<file path="src/rtl/stdout_tx_ctrl.sv">
// Buffers core stdout bytes in a FIFO and feeds uart_tx one byte at a time, stalling the core when full.
// Optional STDOUT_TX_CRLF_EN: expand each LF (0x0A) into CR LF on the wire.
module stdout_tx_ctrl #(
  parameter int DEPTH = 16,
  parameter int AW    = 4
) (
  input  logic          clk,
  input  logic          rstn,
  input  logic [7:0]    stdout,
  input  logic          stdout_en,
  output logic          cpu_hold,
  output logic [7:0]    tx_data,
  output logic          tx_start,
  input  logic          tx_ready,
  output logic [AW:0]   fifo_level,
  output logic          overflow
);

  localparam int LW = AW + 1;

  typedef enum logic [1:0] {IDLE, START, BUSY} state_t;

  state_t      state;
  logic [7:0]  mem [DEPTH];
  logic [AW:0] wptr;
  logic [AW:0] rptr;
  logic [AW:0] level_next;
  logic [7:0]  head;
  logic        stdout_en_d;
  logic        push;
  logic        accept;
  logic        pop;
  logic        send_ok;
  logic        full;
  logic        empty;
`ifdef STDOUT_TX_CRLF_EN
  logic        cr_sent;
  logic        send_cr;
`endif

  assign fifo_level = wptr - rptr;
  assign full       = (fifo_level == LW'(DEPTH));
  assign empty      = (fifo_level == '0);
  assign head       = mem[rptr[AW-1:0]];
  assign push       = stdout_en & ~stdout_en_d;
  assign send_ok    = (state == IDLE) & ~empty & tx_ready;

  // The CR for a head LF goes out first without popping; cr_sent marks that head entry as done.
`ifdef STDOUT_TX_CRLF_EN
  assign send_cr    = (head == 8'h0A) & ~cr_sent;
  assign pop        = send_ok & ~send_cr;
`else
  assign pop        = send_ok;
`endif

  // A pop in the same cycle frees a slot, so a push into a full FIFO is still accepted.
  assign accept     = push & (~full | pop);
  assign level_next = fifo_level + LW'(accept) - LW'(pop);

  always_ff @(posedge clk) begin
    if (accept) begin
      mem[wptr[AW-1:0]] <= stdout;
    end
  end

  always_ff @(posedge clk or negedge rstn) begin
    if (!rstn) begin
      state       <= IDLE;
      wptr        <= '0;
      rptr        <= '0;
      stdout_en_d <= 1'b0;
      cpu_hold    <= 1'b0;
      overflow    <= 1'b0;
      tx_start    <= 1'b0;
      tx_data     <= 8'h00;
`ifdef STDOUT_TX_CRLF_EN
      cr_sent     <= 1'b0;
`endif
    end else begin
      stdout_en_d <= stdout_en;
      cpu_hold    <= (level_next == LW'(DEPTH));
      if (accept) begin
        wptr <= wptr + LW'(1);
      end
      if (pop) begin
        rptr <= rptr + LW'(1);
      end
      if (push && !accept) begin
        overflow <= 1'b1;
      end
      case (state)
        IDLE: begin
          if (send_ok) begin
            tx_start <= 1'b1;
            state    <= START;
`ifdef STDOUT_TX_CRLF_EN
            if (send_cr) begin
              tx_data <= 8'h0D;
              cr_sent <= 1'b1;
            end else begin
              tx_data <= head;
              cr_sent <= 1'b0;
            end
`else
            tx_data  <= head;
`endif
          end
        end
        START: begin
          if (!tx_ready) begin
            tx_start <= 1'b0;
            state    <= BUSY;
          end
        end
        BUSY: begin
          if (tx_ready) begin
            state <= IDLE;
          end
        end
        default: begin
          tx_start <= 1'b0;
          state    <= IDLE;
        end
      endcase
    end
  end

endmodule

</file>
<file path="config.mk">
export PLATFORM = sky130hd
export DESIGN_NAME = stdout_tx_ctrl
export DESIGN_NICKNAME = d
export VERILOG_FILES = /design/src/rtl/stdout_tx_ctrl.sv
export SDC_FILE = /design/constraint.sdc
export NUM_CORES = 1
export LEC_CHECK = 0
export ABC_AREA = 1
export CORE_MARGIN = 3
export CORE_UTILIZATION = 35
export DETAILED_ROUTE_END_ITERATION = 10
export PLACE_DENSITY = 0.5
export SLEW_MARGIN = 10
export SYNTH_ARGS = -nofsm -noshare
export SYNTH_HDL_FRONTEND = slang
export SYNTH_SLANG_ARGS = --single-unit
</file>
<file path="constraint.sdc">
create_clock -name clk -period 3.6 [get_ports clk]
set_input_delay 0.72 -clock clk [delete_from_list [all_inputs] [get_ports clk]]
set_output_delay 0.72 -clock clk [all_outputs]
set_load 0.1 [all_outputs]
</file>
== Word level (Yosys, flattened, before mapping) ==
Memories as Yosys holds them, arrays and structs flattened. A register that Yosys moved wholly into a read port is not among the register bits.
Cells that the tools add are included.

* Output and inout bits: 16
* Logic and storage cells: 46
* Bits in writable memories: 128
* Latch bits: 0
* Memories: 1
* Register bits after elaboration: 16
* ROM bits: 0

{| class="wikitable"
|+ Memory list
! memory !! words !! bits a word !! read ports !! clocked after Yosys merged registers in !! write ports !! line !! text
|-
| mem || 16 || 8 || 1 || 1 || 1 || 24 || <nowiki>logic [7:0] mem [DEPTH];</nowiki>
|}

* Order comparisons: 0
* Reductions and logical operators: 8
* Multiply operators: 0
* Equal/unequal tests: 7
* Shifts and indexed selects: 0
* Add/sub/neg operators: 5
* Div/mod/pow operators: 0
* Bitwise gates (word level): 9
* Multiplexer cells: 9

{| class="wikitable"
|+ Operators by type and width
! operator !! count
|-
| 5-bit by 1-bit adder with 5-bit output, second input constant || 2
|-
| 5-bit == test, second input constant || 2
|-
| 2-bit two-way mux || 3
|-
| 2-bit inequality test, second input constant || 3
|-
| 2-bit case mux with 3 select lines || 1
|-
| 3-bit AND reduction || 2
|-
| 5-bit by 1-bit adder with 5-bit output || 1
|-
| 5-bit logical NOT || 1
|-
| 5-bit by 1-bit subtractor with 5-bit output || 1
|-
| 5-bit subtractor || 1
|-
| 1-bit AND || 4
|-
| 1-bit two-way mux || 4
|-
| 1-bit NOT || 4
|-
| 1-bit case mux with 3 select lines || 1
|-
| 2-bit by 1-bit == test with 1-bit output, second input constant || 1
|-
| 2-bit == test, second input constant || 1
|-
| 1-bit logical NOT || 2
|-
| 2-bit logical NOT || 1
|-
| 2-bit AND reduction || 1
|-
| 1-bit logical AND || 1
|-
| 1-bit OR || 1
|}

== Logic depth before layout (Yosys ltp) ==
* Depth in word-level cells: 10
* Depth in mapped cells: 26
* Mapped depth without buffers: 25

== Worst setup path after synthesis ==
OpenSTA, ideal clock, no wires.

* Kind: register -> register
* Start: register wptr[0]
* End: register cpu_hold
* Required time: 3484 ps
* Path buffers: 0
* Data arrival time: 4857 ps
* Cell stages (with the launch flop): 24
* Setup time: 116 ps
* Setup slack: -1374 ps
* Path through: dfrtp_1 -> inv_1 -> ha_1 -> fa_1 -> xnor2_1 -> inv_1 -> ha_1 -> nand3_1 -> inv_1 -> nand2_4 -> nand2_8 -> nor2_1 -> inv_1 -> nand2_1 -> ha_1 -> inv_1 -> fa_1 -> inv_1 -> a21oi_1 -> nor2_1 -> nor2_1 -> nand3b_1 -> nand2_1 -> nor2_1

* Word-level cells in the longest chain between the ends: 10
* Elaborated cells between the ends (all ways): 12
* Those cells by class: 3 x add/sub; 2 x eq/ne; 6 x bitwise; 1 x reduce/logical

{| class="wikitable"
|+ Ends and longest elaborated chain
! item !! line !! text
|-
| from (decl) || 25 || <nowiki>logic [AW:0] wptr;</nowiki>
|-
| from (signal assigned) || 83 || <nowiki>wptr <= wptr + LW'(1);</nowiki>
|-
| 5-bit subtractor * || 41 || <nowiki>assign fifo_level = wptr - rptr;</nowiki>
|-
| net fifo_level[2] || 15 || <nowiki>output logic [AW:0] fifo_level,</nowiki>
|-
| 5-bit logical NOT || 43 || <nowiki>assign empty = (fifo_level == '0);</nowiki>
|-
| 1-bit NOT || 46 || <nowiki>assign send_ok = (state == IDLE) & ~empty & tx_ready;</nowiki>
|-
| 1-bit AND (2 in a row) || 46 ||
|-
| 1-bit OR || 57 || <nowiki>assign accept = push & (~full | pop);</nowiki>
|-
| 1-bit AND || 57 ||
|-
| 5-bit by 1-bit adder with 5-bit output || 58 || <nowiki>assign level_next = fifo_level + LW'(accept) - LW'(pop);</nowiki>
|-
| 5-bit by 1-bit subtractor with 5-bit output * || 58 ||
|-
| 5-bit == test * || 81 || <nowiki>cpu_hold <= (level_next == LW'(DEPTH));</nowiki>
|-
| to (signal assigned) || 81 ||
|-
| to (decl) || 11 || <nowiki>output logic cpu_hold,</nowiki>
|}

Mark *: on every way through the listed nets, which the timed path passes. The rest lies on a longest branch.
A chain may end at the register's enable or synchronous reset.

== Worst setup path in the final report ==
* Start: register wptr[0]
* End: register cpu_hold

* Word-level cells in the longest chain between the ends: 10
* Elaborated cells between the ends (all ways): 12
* Those cells by class: 3 x add/sub; 2 x eq/ne; 6 x bitwise; 1 x reduce/logical

{| class="wikitable"
|+ Ends and longest elaborated chain
! item !! line
|-
| 5-bit subtractor * || 41
|-
| 5-bit logical NOT || 43
|-
| 1-bit NOT || 46
|-
| 1-bit AND (2 in a row) || 46
|-
| 1-bit OR || 57
|-
| 1-bit AND || 57
|-
| 5-bit by 1-bit adder with 5-bit output || 58
|-
| 5-bit by 1-bit subtractor with 5-bit output * || 58
|-
| 5-bit == test * || 81
|}

Mark *: on every way between the ends. The rest lies on a longest branch, timed or not.

==> qor.txt <==
STATUS
------------------------------------------------------------------------------------------------------
Result of the run ....................................................................... finished, final reports clean

TIMING
------------------------------------------------------------------------------------------------------
Rel. slew slack .........................................................................        0.241
Final count of hold timing violations ...................................................            0
Worst-margin pin slew ...................................................................      1.14 ns
Max Clock Skew ..........................................................................    0.0185 ns
Final period util .......................................................................        0.930
Highest clock frequency the design can meet .............................................      299 MHz
Min Tclk post-route .....................................................................      3.35 ns
Final WS setup ..........................................................................     0.252 ns
Slew Viols, Final .......................................................................            0
Setup violations, final .................................................................            0

GLOBAL ROUTE
------------------------------------------------------------------------------------------------------
Pin count of the biggest net entering global routing ....................................           68
Global router's overall resource usage ..................................................        0.157
First-pass GRT wire length ..............................................................     25400 um
Vias in the first global route ..........................................................         4501
Overflow left after global routing ......................................................            0
Antenna violations before repair ........................................................            0

CLOCK TREE
------------------------------------------------------------------------------------------------------
Worst-skew pair later-pin latency .......................................................      0.43 ns
Number of clock sinks ...................................................................          152
Clock transition at the register clock pins on the worst setup and hold paths after CTS .      0.07 ns
Count of H-tree levels built during CTS .................................................            4
Master cell of the clock root buffer ....................................................    clkbuf_16
CTS buffer count ........................................................................           17
Hold-fix buffer count after cts .........................................................            0
TritonCTS clock tree ....................................................................          yes
Buffers from clock root to sink, at most ................................................            2

LOGIC SYNTHESIS
------------------------------------------------------------------------------------------------------
Net count after synthesis ...............................................................          675
Cell type with the largest total area after synthesis ...................................     edfxtp_1
Area share of the leading cell type in the synthesized netlist ..........................        0.566
Warnings, synthesis .....................................................................            0
Unique masters post-synth ...............................................................           34
Sequential area share after synthesis ...................................................        0.655
Cell Area, Synth ........................................................................ 0.00679 mm^2
Synth Area per Inst .....................................................................    10.5 um^2
Number of cells produced by synthesis ...................................................          647
Biggest area contributors in the synthesized netlist .................................... edfxtp_1 57%, nand2_1 11%, dfrtp_1 8.9%
Seq cells post-synth ....................................................................          152

PLACED DESIGN
------------------------------------------------------------------------------------------------------
Final estimated routing congestion in global placement ..................................        0.877
Place WS ................................................................................     0.163 ns
Buffers on Ports ........................................................................           27
HPWL reported at the end of detailed placement ..........................................     10200 um
Placed instance area .................................................................... 0.00747 mm^2
Cells after DPL .........................................................................          930

FINAL LAYOUT
------------------------------------------------------------------------------------------------------
Area of all placed cells without fillers ................................................ 0.00807 mm^2
Antenna diode count .....................................................................            0
Commonest non-fill, non-tap cells in the layout ......................................... 192 x nand2_1, 128 x edfxtp_1, 91 x nor2_1, 51 x o21ai_0, 34 x nand3_1
Share of post-route cells with drive strength above 1 ...................................        0.129
# nets final ............................................................................          718
Non-filler instance count after layout ..................................................          963
Core Util, Final ........................................................................        0.427
Area growth from synthesis to layout ....................................................        18.9%
Most common library cell in the layout ignoring fill and taps ...........................      nand2_1

DIE
------------------------------------------------------------------------------------------------------
Starting utilization of the core area ...................................................        0.359
Area enclosed by the die boundary .......................................................  0.0211 mm^2
Die width ...............................................................................       145 um
Die height ..............................................................................       145 um
Number of top-level pins ................................................................           28
Std-Cell Core Area ......................................................................  0.0189 mm^2
Std-Cell Rows ...........................................................................           50

ROUTING
------------------------------------------------------------------------------------------------------
Average wire per cell in the routed design ..............................................      16.8 um
Vias per Instance .......................................................................         4.78
DRT Pass-1 Iters ........................................................................            5
First-iteration detailed-routing DRC count ..............................................          330
DRC errors left .........................................................................            0
Via total after detailed routing ........................................................         4600
ANT nets after route ....................................................................            0
Aggregate routed wire length ............................................................     16200 um

CRITICAL PATH
------------------------------------------------------------------------------------------------------
Top fanout value on the critical path ...................................................           15
CP Data Arrival Time ....................................................................      3.67 ns
Startpoint type of the worst setup path .................................................         flop
Data required time of the worst path ....................................................      3.92 ns
Critical path start-end classification .................................................. flop to flop
Crit. End Element .......................................................................         flop

WORST HOLD PATH
------------------------------------------------------------------------------------------------------
Worst min path class .................................................................... flop to flop

RUN
------------------------------------------------------------------------------------------------------
Total of max-cap violations .............................................................            0

## worst paths after layout
check / start / depth (start not counted) / slack, ns / end
max: wptr[0]$_DFFE_PN0P_ / 23 / 0.25 / cpu_hold$_DFF_PN0_
max in group asynchronous: rstn / 2 / 2.67 / rptr[0]$_DFFE_PN0P_
min reg2reg: overflow$_DFFE_PN0P_ / 1 / 0.47 / overflow$_DFFE_PN0P_
max reg2reg: wptr[0]$_DFFE_PN0P_ / 23 / 0.25 / cpu_hold$_DFF_PN0_
min in group asynchronous: rstn / 2 / 0.66 / rptr[4]$_DFFE_PN0P_
min: overflow$_DFFE_PN0P_ / 1 / 0.47 / overflow$_DFFE_PN0P_
## cells in the mapped netlist
library cell	instances
inv_4	1
o21ai_2	2
a21oi_1	4
nand2_1	192
ha_1	14
xor2_1	5
nand4_1	1
nand3b_1	1
nand2_4	2
o21ai_1	11
inv_6	1
or2_2	1
nand2_8	1
clkinv_1	2
nand2_2	9
nor2_4	1
buf_2	9
fa_1	2
xnor2_1	4
or2_1	1
buf_6	1
inv_1	32
a31o_2	1
nand3_1	34
a22oi_1	1
edfxtp_1	128
buf_8	1
dfrtp_1	24
buf_4	7
o21ai_0	51
inv_2	2
clkbuf_1	8
nor2_2	1
nor2_1	92
## repair_timing
item / CTS / global route
gates resized for setup: 0 / 1
setup endpoints to repair: 0 / 1
setup buffers: 0 / 1
## registers in the layout, summed over array words and instances (netlist names)
name and count:
mem 128, tx_data 8, rptr 5, wptr 5, state 2, cpu_hold 1
overflow 1, stdout_en_d 1, tx_start 1
## critical path, stage by stage, from the launching register on
cell,delay [ns]
dfrtp_1,0.41
inv_2,0.09
ha_2,0.21
fa_2,0.41
xnor2_4,0.18
inv_2,0.06
ha_2,0.17
nand3_1,0.10
inv_1,0.07
nand2_4,0.09
nand2_8,0.11
nor2_4,0.13
inv_1,0.07
nand2_1,0.06
ha_1,0.15
inv_1,0.05
fa_2,0.35
inv_1,0.07
a21oi_1,0.06
nor2_1,0.10
nor2_1,0.06
nand3b_1,0.15
nand2_1,0.06
nor2_1,0.03
## layer usage
layer,track usage,up-vias,wire length [um]
li1,-,2236,-
met1,0.213,2217,7390
met2,0.247,129,7590
met3,0.0359,18,856
met4,0.0584,0,384
met5,0,-,0
## stage by stage
stage	setup TNS, ns	hold slack [ns]
floorplan	-0.000338	0.424
CTS	0	0.482
detailed placement	0	0.466
global placement	0	0.469
finish	0	0.475
global route	-0.00424	0.498
## layout make-up
type	count	area [um^2]
Sequential cell	152	4450
Multi-Input combinational cell	431	2080
Tap cell	260	325
Fill cell	1826	10800
Inverter	38	150
Timing Repair Buffer	50	480
Clock buffer	18	429
Clock inverter	14	161
## logic make-up (layout without fill, tap and decap cells)
group	count (synthesis)	after routing	synth area share
adder cells (fa/ha/maj)	16	16	0.0317
AO/OA/AOI/OAI	70	70	0.0537
flip-flops	152	152	0.655
XOR/XNOR	9	9	0.0116
AND/OR/NAND/NOR	336	336	0.203
buffers and inverters	64	120	0.0448
Power is left out: the tool's default activity adds up to more than one toggle a clock period on the data nets, which glitch-free logic cannot reach.
